==> config.mk <==
export PLATFORM = sky130hd
export DESIGN_NAME = axil_cfg_master
export DESIGN_NICKNAME = d
export VERILOG_FILES = /design/src/rtl/axil_pkg.sv /design/src/rtl/axil_cfg_master.sv
export SDC_FILE = /design/constraint.sdc
export NUM_CORES = 1
export LEC_CHECK = 0
export ABC_CLOCK_PERIOD_IN_PS = 1850
export BUFFER_PORTS_ARGS = -buffer_cell sky130_fd_sc_hd__buf_2
export CAP_MARGIN = 20
export CORE_ASPECT_RATIO = 0.9
export CORE_MARGIN = 2
export CORE_UTILIZATION = 40
export CTS_CLUSTER_DIAMETER = 40
export DETAILED_ROUTE_END_ITERATION = 12
export PLACE_DENSITY = 0.71
export SYNTH_ARGS = -nofsm -noshare
export SYNTH_HDL_FRONTEND = slang
export SYNTH_SLANG_ARGS = --single-unit
==> constraint.sdc <==
create_clock -name aclk -period 1.85 [get_ports aclk]
set_input_delay 0.37 -clock aclk [delete_from_list [all_inputs] [get_ports aclk]]
set_output_delay 0.37 -clock aclk [all_outputs]
set_load 0.01 [all_outputs]
==> src/rtl/axil_pkg.sv <==
// axil_pkg: AXI4-Lite response codes, register map and command-master state encoding.
package axil_pkg;
    localparam logic [1:0] RESP_OKAY   = 2'b00;
    localparam logic [1:0] RESP_EXOKAY = 2'b01;
    localparam logic [1:0] RESP_SLVERR = 2'b10;
    localparam logic [1:0] RESP_DECERR = 2'b11;
    localparam logic [3:0] REG_OUTPUT_MODE = 4'h0;
    typedef enum logic [2:0] {IDLE, WR, WR_RESP, RD_ADDR, RD_DATA, RSP} state_t;
endpackage

==> src/rtl/axil_cfg_master.sv <==
// axil_cfg_master: turns single register commands into one-at-a-time AXI4-Lite transactions.
module axil_cfg_master
    import axil_pkg::*;
#(
    parameter int ADDR_WIDTH     = 4,
    parameter int TIMEOUT_CYCLES = 1024
) (
    input  logic                  aclk,
    input  logic                  areset,
    input  logic                  cmd_valid,
    output logic                  cmd_ready,
    input  logic                  cmd_write,
    input  logic [ADDR_WIDTH-1:0] cmd_addr,
    input  logic [31:0]           cmd_wdata,
    input  logic [3:0]            cmd_wstrb,
    output logic                  rsp_valid,
    input  logic                  rsp_ready,
    output logic                  rsp_write,
    output logic [31:0]           rsp_rdata,
    output logic [1:0]            rsp_resp,
    output logic                  timeout_err,
    output logic [ADDR_WIDTH-1:0] m_axi_awaddr,
    output logic                  m_axi_awvalid,
    input  logic                  m_axi_awready,
    output logic [31:0]           m_axi_wdata,
    output logic [3:0]            m_axi_wstrb,
    output logic                  m_axi_wvalid,
    input  logic                  m_axi_wready,
    input  logic [1:0]            m_axi_bresp,
    input  logic                  m_axi_bvalid,
    output logic                  m_axi_bready,
    output logic [ADDR_WIDTH-1:0] m_axi_araddr,
    output logic                  m_axi_arvalid,
    input  logic                  m_axi_arready,
    input  logic [31:0]           m_axi_rdata,
    input  logic [1:0]            m_axi_rresp,
    input  logic                  m_axi_rvalid,
    output logic                  m_axi_rready
);
    localparam int CW = $clog2(TIMEOUT_CYCLES + 2);
    localparam logic [CW-1:0] TO_LAST = CW'(TIMEOUT_CYCLES - 1);
    state_t                state, state_n;
    logic [ADDR_WIDTH-1:0] addr_q;
    logic [31:0]           wdata_q;
    logic [3:0]            wstrb_q;
    logic                  write_q, aw_done, w_done, aw_hs, w_hs, busy;
    logic [CW-1:0]         wd_cnt;
    assign cmd_ready     = state == IDLE;
    assign m_axi_awvalid = state == WR && !aw_done;
    assign m_axi_wvalid  = state == WR && !w_done;
    assign m_axi_bready  = state == WR_RESP;
    assign m_axi_arvalid = state == RD_ADDR;
    assign m_axi_rready  = state == RD_DATA;
    assign rsp_valid     = state == RSP;
    assign rsp_write     = write_q;
    assign m_axi_awaddr  = addr_q;
    assign m_axi_araddr  = addr_q;
    assign m_axi_wdata   = wdata_q;
    assign m_axi_wstrb   = wstrb_q;
    assign aw_hs         = m_axi_awvalid && m_axi_awready;
    assign w_hs          = m_axi_wvalid && m_axi_wready;
    assign busy          = state inside {WR, WR_RESP, RD_ADDR, RD_DATA};
    always_ff @(posedge aclk) state <= areset ? IDLE : state_n;
    always_comb begin
        state_n = state;
        case (state)
            IDLE:    if (cmd_valid) state_n = cmd_write ? WR : RD_ADDR;
            WR:      if ((aw_done || aw_hs) && (w_done || w_hs)) state_n = WR_RESP;
            WR_RESP: if (m_axi_bvalid) state_n = RSP;
            RD_ADDR: if (m_axi_arready) state_n = RD_DATA;
            RD_DATA: if (m_axi_rvalid) state_n = RSP;
            RSP:     if (rsp_ready) state_n = IDLE;
            default: state_n = IDLE;
        endcase
    end
    always_ff @(posedge aclk) begin
        if (areset) begin
            addr_q      <= '0;
            wdata_q     <= '0;
            wstrb_q     <= '0;
            write_q     <= 1'b0;
            aw_done     <= 1'b0;
            w_done      <= 1'b0;
            wd_cnt      <= '0;
            rsp_rdata   <= '0;
            rsp_resp    <= '0;
            timeout_err <= 1'b0;
        end else begin
            if (cmd_valid && cmd_ready) begin
                addr_q  <= cmd_addr;
                wdata_q <= cmd_wdata;
                wstrb_q <= cmd_wstrb;
                write_q <= cmd_write;
                aw_done <= 1'b0;
                w_done  <= 1'b0;
                wd_cnt  <= '0;
            end else if (busy && wd_cnt != '1) begin
                wd_cnt <= wd_cnt + 1'b1;
            end
            if (aw_hs) aw_done <= 1'b1;
            if (w_hs) w_done <= 1'b1;
            if (m_axi_bvalid && m_axi_bready) begin
                rsp_rdata <= '0;
                rsp_resp  <= m_axi_bresp;
            end
            if (m_axi_rvalid && m_axi_rready) begin
                rsp_rdata <= m_axi_rdata;
                rsp_resp  <= m_axi_rresp;
            end
            // flag on the edge where the counter reaches TIMEOUT_CYCLES
            if (TIMEOUT_CYCLES != 0 && busy && wd_cnt == TO_LAST) timeout_err <= 1'b1;
        end
    end
endmodule

==> results of run 1 <==
cells in the mapped netlist (all sizes together):
cell / count / area share [%]
xor2: 8 / 2.0
a2bb2oi: 1 / 0.25
mux2i: 3 / 0.87
inv: 3 / 0.33
nand3b: 2 / 0.43
dfxtp: 92 / 53
o21a: 1 / 0.22
nor3: 3 / 0.58
o21ai: 2 / 0.29
nand2: 90 / 9.8
a222oi: 2 / 0.58
o22ai: 2 / 0.36
and4: 2 / 0.51
nor2: 53 / 6.0
or3: 2 / 0.36
nand2b: 3 / 0.54
a22oi: 32 / 6.9
nand3: 7 / 1.0
and3: 3 / 0.54
a2111oi: 1 / 0.25
clkbuf: 13 / 1.4
and2: 5 / 0.90
a21oi: 49 / 7.1
buf: 19 / 3.0
a211oi: 2 / 0.43
ha: 1 / 0.36
nor2b: 1 / 0.18
nor3b: 3 / 0.65
nand4: 4 / 0.90
layer usage:
layer	track usage, %	share of wire, %	routed length [um]
met5	0	0	0
met4	8.11	1.8	160
met3	6.25	6.0	538
met2	30.3	49	4420
met1	22.7	43	3820
stage by stage:
stage / util, % / cell area, um^2
after floorplan: - / 3460
after global placement: 52.2 / 4430
after detailed placement: 52.2 / 4430
after CTS: 55.0 / 4670
after global routing: 55.2 / 4690
final: 55.2 / 4690
worst max-delay path, delay by kind of cell (launching register included):
kind,cells,cell delay (ns)
buffers and inverters,2,0.28
flip-flops,1,0.37
AND/OR/NAND/NOR,2,0.42
how the worst max path moves through the flow:
stage,end,from,slack (ns)
after floorplan,wd_cnt[9]$_SDFFE_PP0P_,wd_cnt[0]$_SDFFE_PP0P_,0.31
final,m_axi_wvalid,state[1]$_SDFFE_PP0P_,0.06
after CTS,m_axi_wvalid,state[1]$_SDFFE_PP0P_,0.007
after global placement,wd_cnt[9]$_SDFFE_PP0P_,state[0]$_SDFFE_PP0P_,0.23
after global routing,m_axi_awvalid,state[1]$_SDFFE_PP0P_,-0.0006
after detailed placement,wd_cnt[9]$_SDFFE_PP0P_,state[0]$_SDFFE_PP0P_,0.13
what timing repair did:
item,4_1_cts,5_1_grt
buffers inserted,0,2
gates resized for setup,5,3
endpoints found under the setup margin,2,4
endpoints found under the hold margin,0,0
registers in the layout (all words and copies together), names as in the netlist:
register      flops
aw_done           1
rsp_resp          2
rsp_rdata        32
m_axi_wdata      32
w_done            1
m_axi_araddr      4
timeout_err       1
rsp_write         1
wd_cnt           11
m_axi_wstrb       4
state             3
final cells by class:
class                   count  area [um^2]
clock buffers              10          138
clock inverters             5         85.1
fillers                   831         3800
inverters                   3         13.8
multi-input cells         282         1460
flip-flops and latches     92         1850
well taps                 119          149
repair buffers            186          991
power breakdown:
group,leakage [uW],total (uW),internal (uW),switching (uW)
combinational,0.00133,1760,713,1040
sequential,0.000749,2420,2250,168
clock,0.000109,1480,798,686
kinds of logic (layout without fill, tap and decap cells):
logic type,after synthesis,after routing,share of synthesized area (%)
AO/OA/AOI/OAI,92,92,16.4
XOR/XNOR,8,8,2.03
adder cells (fa/ha/maj),1,1,0.362
buffers and inverters,35,204,4.74
flip-flops,92,92,53.2
multiplexers,3,3,0.868
AND/OR/NAND/NOR,178,178,22.4
cell usage in the layout (no fill, tap or decap), types with 2 or more instances in the layout:
cell type and count:
buf_2 172, nand2_1 90, dfxtp_1 89, nor2_1 51
a21oi_1 49, a22oi_1 32, buf_4 12, clkbuf_8 10
xor2_1 8, nand3_1 7, and2_1 5, nor3b_1 3
nand2b_1 3, and3_1 3, nand4_1 3, mux2i_1 3
and4_1 2, o22ai_1 2, nor3_1 2, a211oi_1 2
inv_1 2, a222oi_1 2, nand3b_1 2, bufinv_16 2
buf_12 2, dfxtp_4 2
==> results.py, run 1 <==
metrics = {
    "synth": {
        "avgSynthCellArea_um2": 8.46,
        "synthesis.area_mm2": 0.00346,
        "synth-seq-cells": 92,
        "syn_inst": 409,
        "synth.distinct_cells": 35,
        "yosysSeqAreaShare_pct": 53.2,
        "synth_warnings": 0,
        "syn-num-nets": 496,
    },
    "route": {
        "firstDrtPassIters": 5,
        "routedWlPerCell_um": 12.8,
        "wirelength_um": 8940,
        "via_count": 3355,
        "drt-initial-drc-count": 144,
        "drc": 0,
        "antenna_left": 0,
        "routed_via_density": 4.81,
    },
    "timing": {
        "drv_slew": 0,
        "period_needed_ns": 1.79,
        "worstMarginPinSlew_ns": 0.415,
        "relSlewSlack_pct": 71.6,
        "setup_viol": 0,
        "clock_skew_ns": 0.0119,
        "worst_slack_ns": 0.0620,
        "max_freq_mhz": 559,
        "hold_viol": 0,
        "hold_ws_ns": 0.248,
        "finalCritPeriodShare_pct": 96.6,
        "fin_setup_tns_ns": 0,
    },
    "power": {
        "p_leak_uw": 0.00219,
        "ir_worst_vdd_mv": 0.675,
        "power_uw": 5660,
        "power_density_mw_per_mm2": 1210,
    },
    "worst_setup_path": {
        "slowest_stage": "dfxtp_4",
        "critical_path_peak_fanout": 7,
        "rr_startpoint": "state[0]$_SDFFE_PP0P_",
        "critPathKind": "register to output port",
        "cp.arrival_ns": 1.42,
        "r2r-end": "wd_cnt[9]$_SDFFE_PP0P_",
        "critPathLaunchType": "register",
        "reg2reg_slack_ns": 0.23,
        "cp-end-kind": "output port",
        "cpPeakStageDelay_ns": 0.37,
        "worstRegToRegCells": 6,
        "cp.required_ns": 1.48,
        "crit_chain": "buf_4, or3_4, nor2_1, buf_2",
    },
    "clocking": {
        "root_buffer": "clkbuf_8",
        "ctsHoldBuffers": 0,
        "clock_latency_ns": 0.35,
        "clkSinkCount": 92,
        "clock_path_buffers": 2,
        "cts.htree.levels": 3,
        "cts.clk_slew.worst_paths_ns": 0.09,
        "cts_buffers": 9,
        "cts_tree": "done",
    },
    "run": {
        "maxCapViolCount": 0,
    },
    "place": {
        "port_buffers": 172,
        "dp_slack_ns": 0.127,
        "placedCellCount": 680,
        "dp_hpwl_um": 6570,
        "gp_congestion": 0.835,
    },
    "floorplan": {
        "row_count": 32,
        "core_region_area_mm2": 0.00849,
        "die_h_um": 92.2,
        "dieArea_mm2": 0.00941,
        "die_w_um": 102,
        "initial_utilization_pct": 40.8,
        "ios": 173,
    },
    "global_routing": {
        "grt_max_degree": 48,
        "track_usage_pct": 18.8,
        "overflow": 0,
        "antenna_found_initial": 0,
        "grt_pass1_wl_um": 14000,
        "first_global_vias": 3014,
    },
    "cells_and_area": {
        "syn2layout_area_growth_pct": 35.5,
        "final_cells": 697,
        "antenna_cells": 0,
        "nets": 661,
        "final_layout_size_suffix_gt1_share_pct": 36.3,
    },
    "min_path": {
        "whs_path_depth": 3,
        "hold_class": "input pin to register",
        "min_from": "cmd_wdata[28]",
        "whs_endpoint": "m_axi_wdata[28]$_SDFFE_PP0P_",
    },
    "outcome": {
        "outcome": "completed",
    },
}
No activity file was read; power rests on OpenSTA's default activity.
==> inputs of run 2 (changes only) <==
- PLACE_DENSITY: 0.71 -> 0.76
==> results.py, run 2 (synthesis gave the netlist of run 1 again) <==
metrics = {
    "outcome": {
        "outcome": "completed",
    },
    "worst_setup_path": {
        "startpoint": "state[2]$_SDFFE_PP0P_",
        "r2r-end": "wd_cnt[9]$_SDFFE_PP0P_",
        "critical_path_peak_fanout": 15,
        "cp_top_family": "simple AND/OR/NAND/NOR gates",
        "crit_chain": "or3_4, nor2_2, buf_2",
        "crit_buf_inv": 1,
        "worst-path-stages": 3,
        "cp.required_ns": 1.48,
        "cpPeakStageDelay_ns": 0.42,
        "cp.arrival_ns": 1.40,
        "slowest_stage": "or3_4",
        "critPathLaunchType": "register",
        "reg2reg_slack_ns": 0.11,
        "critPathKind": "register to output port",
        "cp-end-kind": "output port",
        "critPathCapture": "m_axi_wvalid",
        "rr_startpoint": "state[0]$_SDFFE_PP0P_",
        "worstRegToRegCells": 6,
    },
    "route": {
        "drc": 0,
        "antenna_left": 0,
        "firstDrtPassIters": 4,
        "routedWlPerCell_um": 12.7,
        "wirelength_um": 8820,
        "drt-initial-drc-count": 116,
        "routed_via_density": 4.85,
        "via_count": 3377,
    },
    "clocking": {
        "cts_buffers": 9,
        "ctsHoldBuffers": 0,
        "clock_latency_ns": 0.36,
        "cts.htree.levels": 3,
        "cts.clk_slew.worst_paths_ns": 0.10,
        "cts_tree": "done",
        "root_buffer": "clkbuf_8",
        "clkSinkCount": 92,
        "clock_path_buffers": 2,
    },
    "floorplan": {
        "initial_utilization_pct": 40.8,
        "ios": 173,
        "row_count": 32,
        "die_w_um": 102,
        "die_h_um": 92.2,
        "dieArea_mm2": 0.00941,
        "core_region_area_mm2": 0.00849,
    },
    "cells_and_area": {
        "final_common_cell": "buf_2",
        "final_cell_mix": "buf_2, nand2_1, dfxtp_1",
        "fillers": 825,
        "post-route-util_pct": 55.1,
        "final_layout_size_suffix_gt1_share_pct": 36.2,
        "design_area_mm2": 0.00468,
        "syn2layout_area_growth_pct": 35.3,
        "nets": 659,
        "antenna_cells": 0,
    },
    "min_path": {
        "hold_class": "input pin to register",
    },
    "place": {
        "dp_hpwl_um": 6380,
        "postPlaceCellArea_mm2": 0.00443,
        "port_buffers": 172,
        "gp_congestion": 0.766,
    },
    "timing": {
        "max_freq_mhz": 564,
        "rsz0062_at_grt": "no",
        "hold_viol": 0,
        "finalCritPeriodShare_pct": 95.8,
        "relSlewSlack_pct": 70.1,
        "drv_slew": 0,
        "worstMarginPinSlew_ns": 0.448,
        "setup_viol": 0,
        "clock_skew_ns": 0.0107,
        "fin_setup_tns_ns": 0,
        "period_needed_ns": 1.77,
    },
    "power": {
        "ir_worst_vdd_mv": 0.568,
        "p_seq_share_pct": 43.1,
        "switching_share_pct": 35.1,
        "power_frac_comb_pct": 32.7,
        "power_uw": 5590,
        "p_int_uw": 3630,
        "p_leak_uw": 0.00217,
        "p_clk_share_pct": 24.1,
        "power_density_mw_per_mm2": 1190,
        "p_sw_uw": 1960,
    },
    "global_routing": {
        "track_usage_pct": 19.0,
        "overflow": 0,
        "first_global_vias": 3282,
        "antenna_found_initial": 0,
        "grt_max_degree": 42,
        "grt_pass1_wl_um": 14400,
    },
    "run": {
        "maxCapViolCount": 0,
    },
}
## run 2: worst reg2reg max path, cell delays in order, from the launching register on
cell,delay (ns)
dfxtp_4,0.37
buf_4,0.17
o21a_1,0.22
nor2_4,0.20
nand4_1,0.19
or3_1,0.39
a21oi_1,0.14
## run 2: what timing repair did
item / 4_1_cts / 5_1_grt
pin swaps: 2 / 2
endpoints found under the setup margin: 2 / 18
gates resized for setup: 8 / 7
setup buffers: 1 / 0
hold endpoints to repair: 0 / 0
## run 2: cell type report
class	count	area (um^2)	area share, %
clock buffer	10	128	2.73
clock inverter	6	72.6	1.55
inverter	3	13.8	0.294
multi-input combinational	282	1480	31.7
sequential	92	1850	39.5
tap	119	149	3.18
timing repair buffer	184	986	21.1
## run 2: how the worst min path moves through the flow
stage,from,end,slack (ns),cells after the start
final,cmd_wdata[7],m_axi_wdata[7]$_SDFFE_PP0P_,0.24,3
after global routing,cmd_wdata[13],m_axi_wdata[13]$_SDFFE_PP0P_,0.22,3
after CTS,cmd_wdata[7],m_axi_wdata[7]$_SDFFE_PP0P_,0.22,3
after detailed placement,m_axi_wdata[28]$_SDFFE_PP0P_,m_axi_wdata[28]$_SDFFE_PP0P_,0.45,2
after global placement,m_axi_wdata[14]$_SDFFE_PP0P_,m_axi_wdata[14]$_SDFFE_PP0P_,0.44,2
after floorplan,wd_cnt[1]$_SDFFE_PP0P_,wd_cnt[1]$_SDFFE_PP0P_,0.45,2
## run 2: power groups by stage
stage	registers, uW	clock network [uW]	logic, uW
global route	2450	1480	2040
CTS	2390	1400	1810
detailed placement	2420	0	1770
finish	2410	1350	1830
global placement	2410	0	1720
floorplan	2520	0	1030
## run 2: per-layer routing
layer  global-route usage [%]  routed length (um)  up-vias
li1                         -                   -     1702
met2                     32.0                4370       93
met5                        0                   0        -
met4                     5.00                 119        0
met3                     7.24                 540       12
met1                     22.6                3780     1570
## run 2: per-stage QoR
stage,setup WS [ns],hold slack [ns],instances
floorplan,0.313,0.446,409
finish,0.0772,0.241,696
detailed placement,0.107,0.447,680
CTS,0.00275,0.219,697
global route,0.0129,0.224,696
global placement,0.165,0.439,680
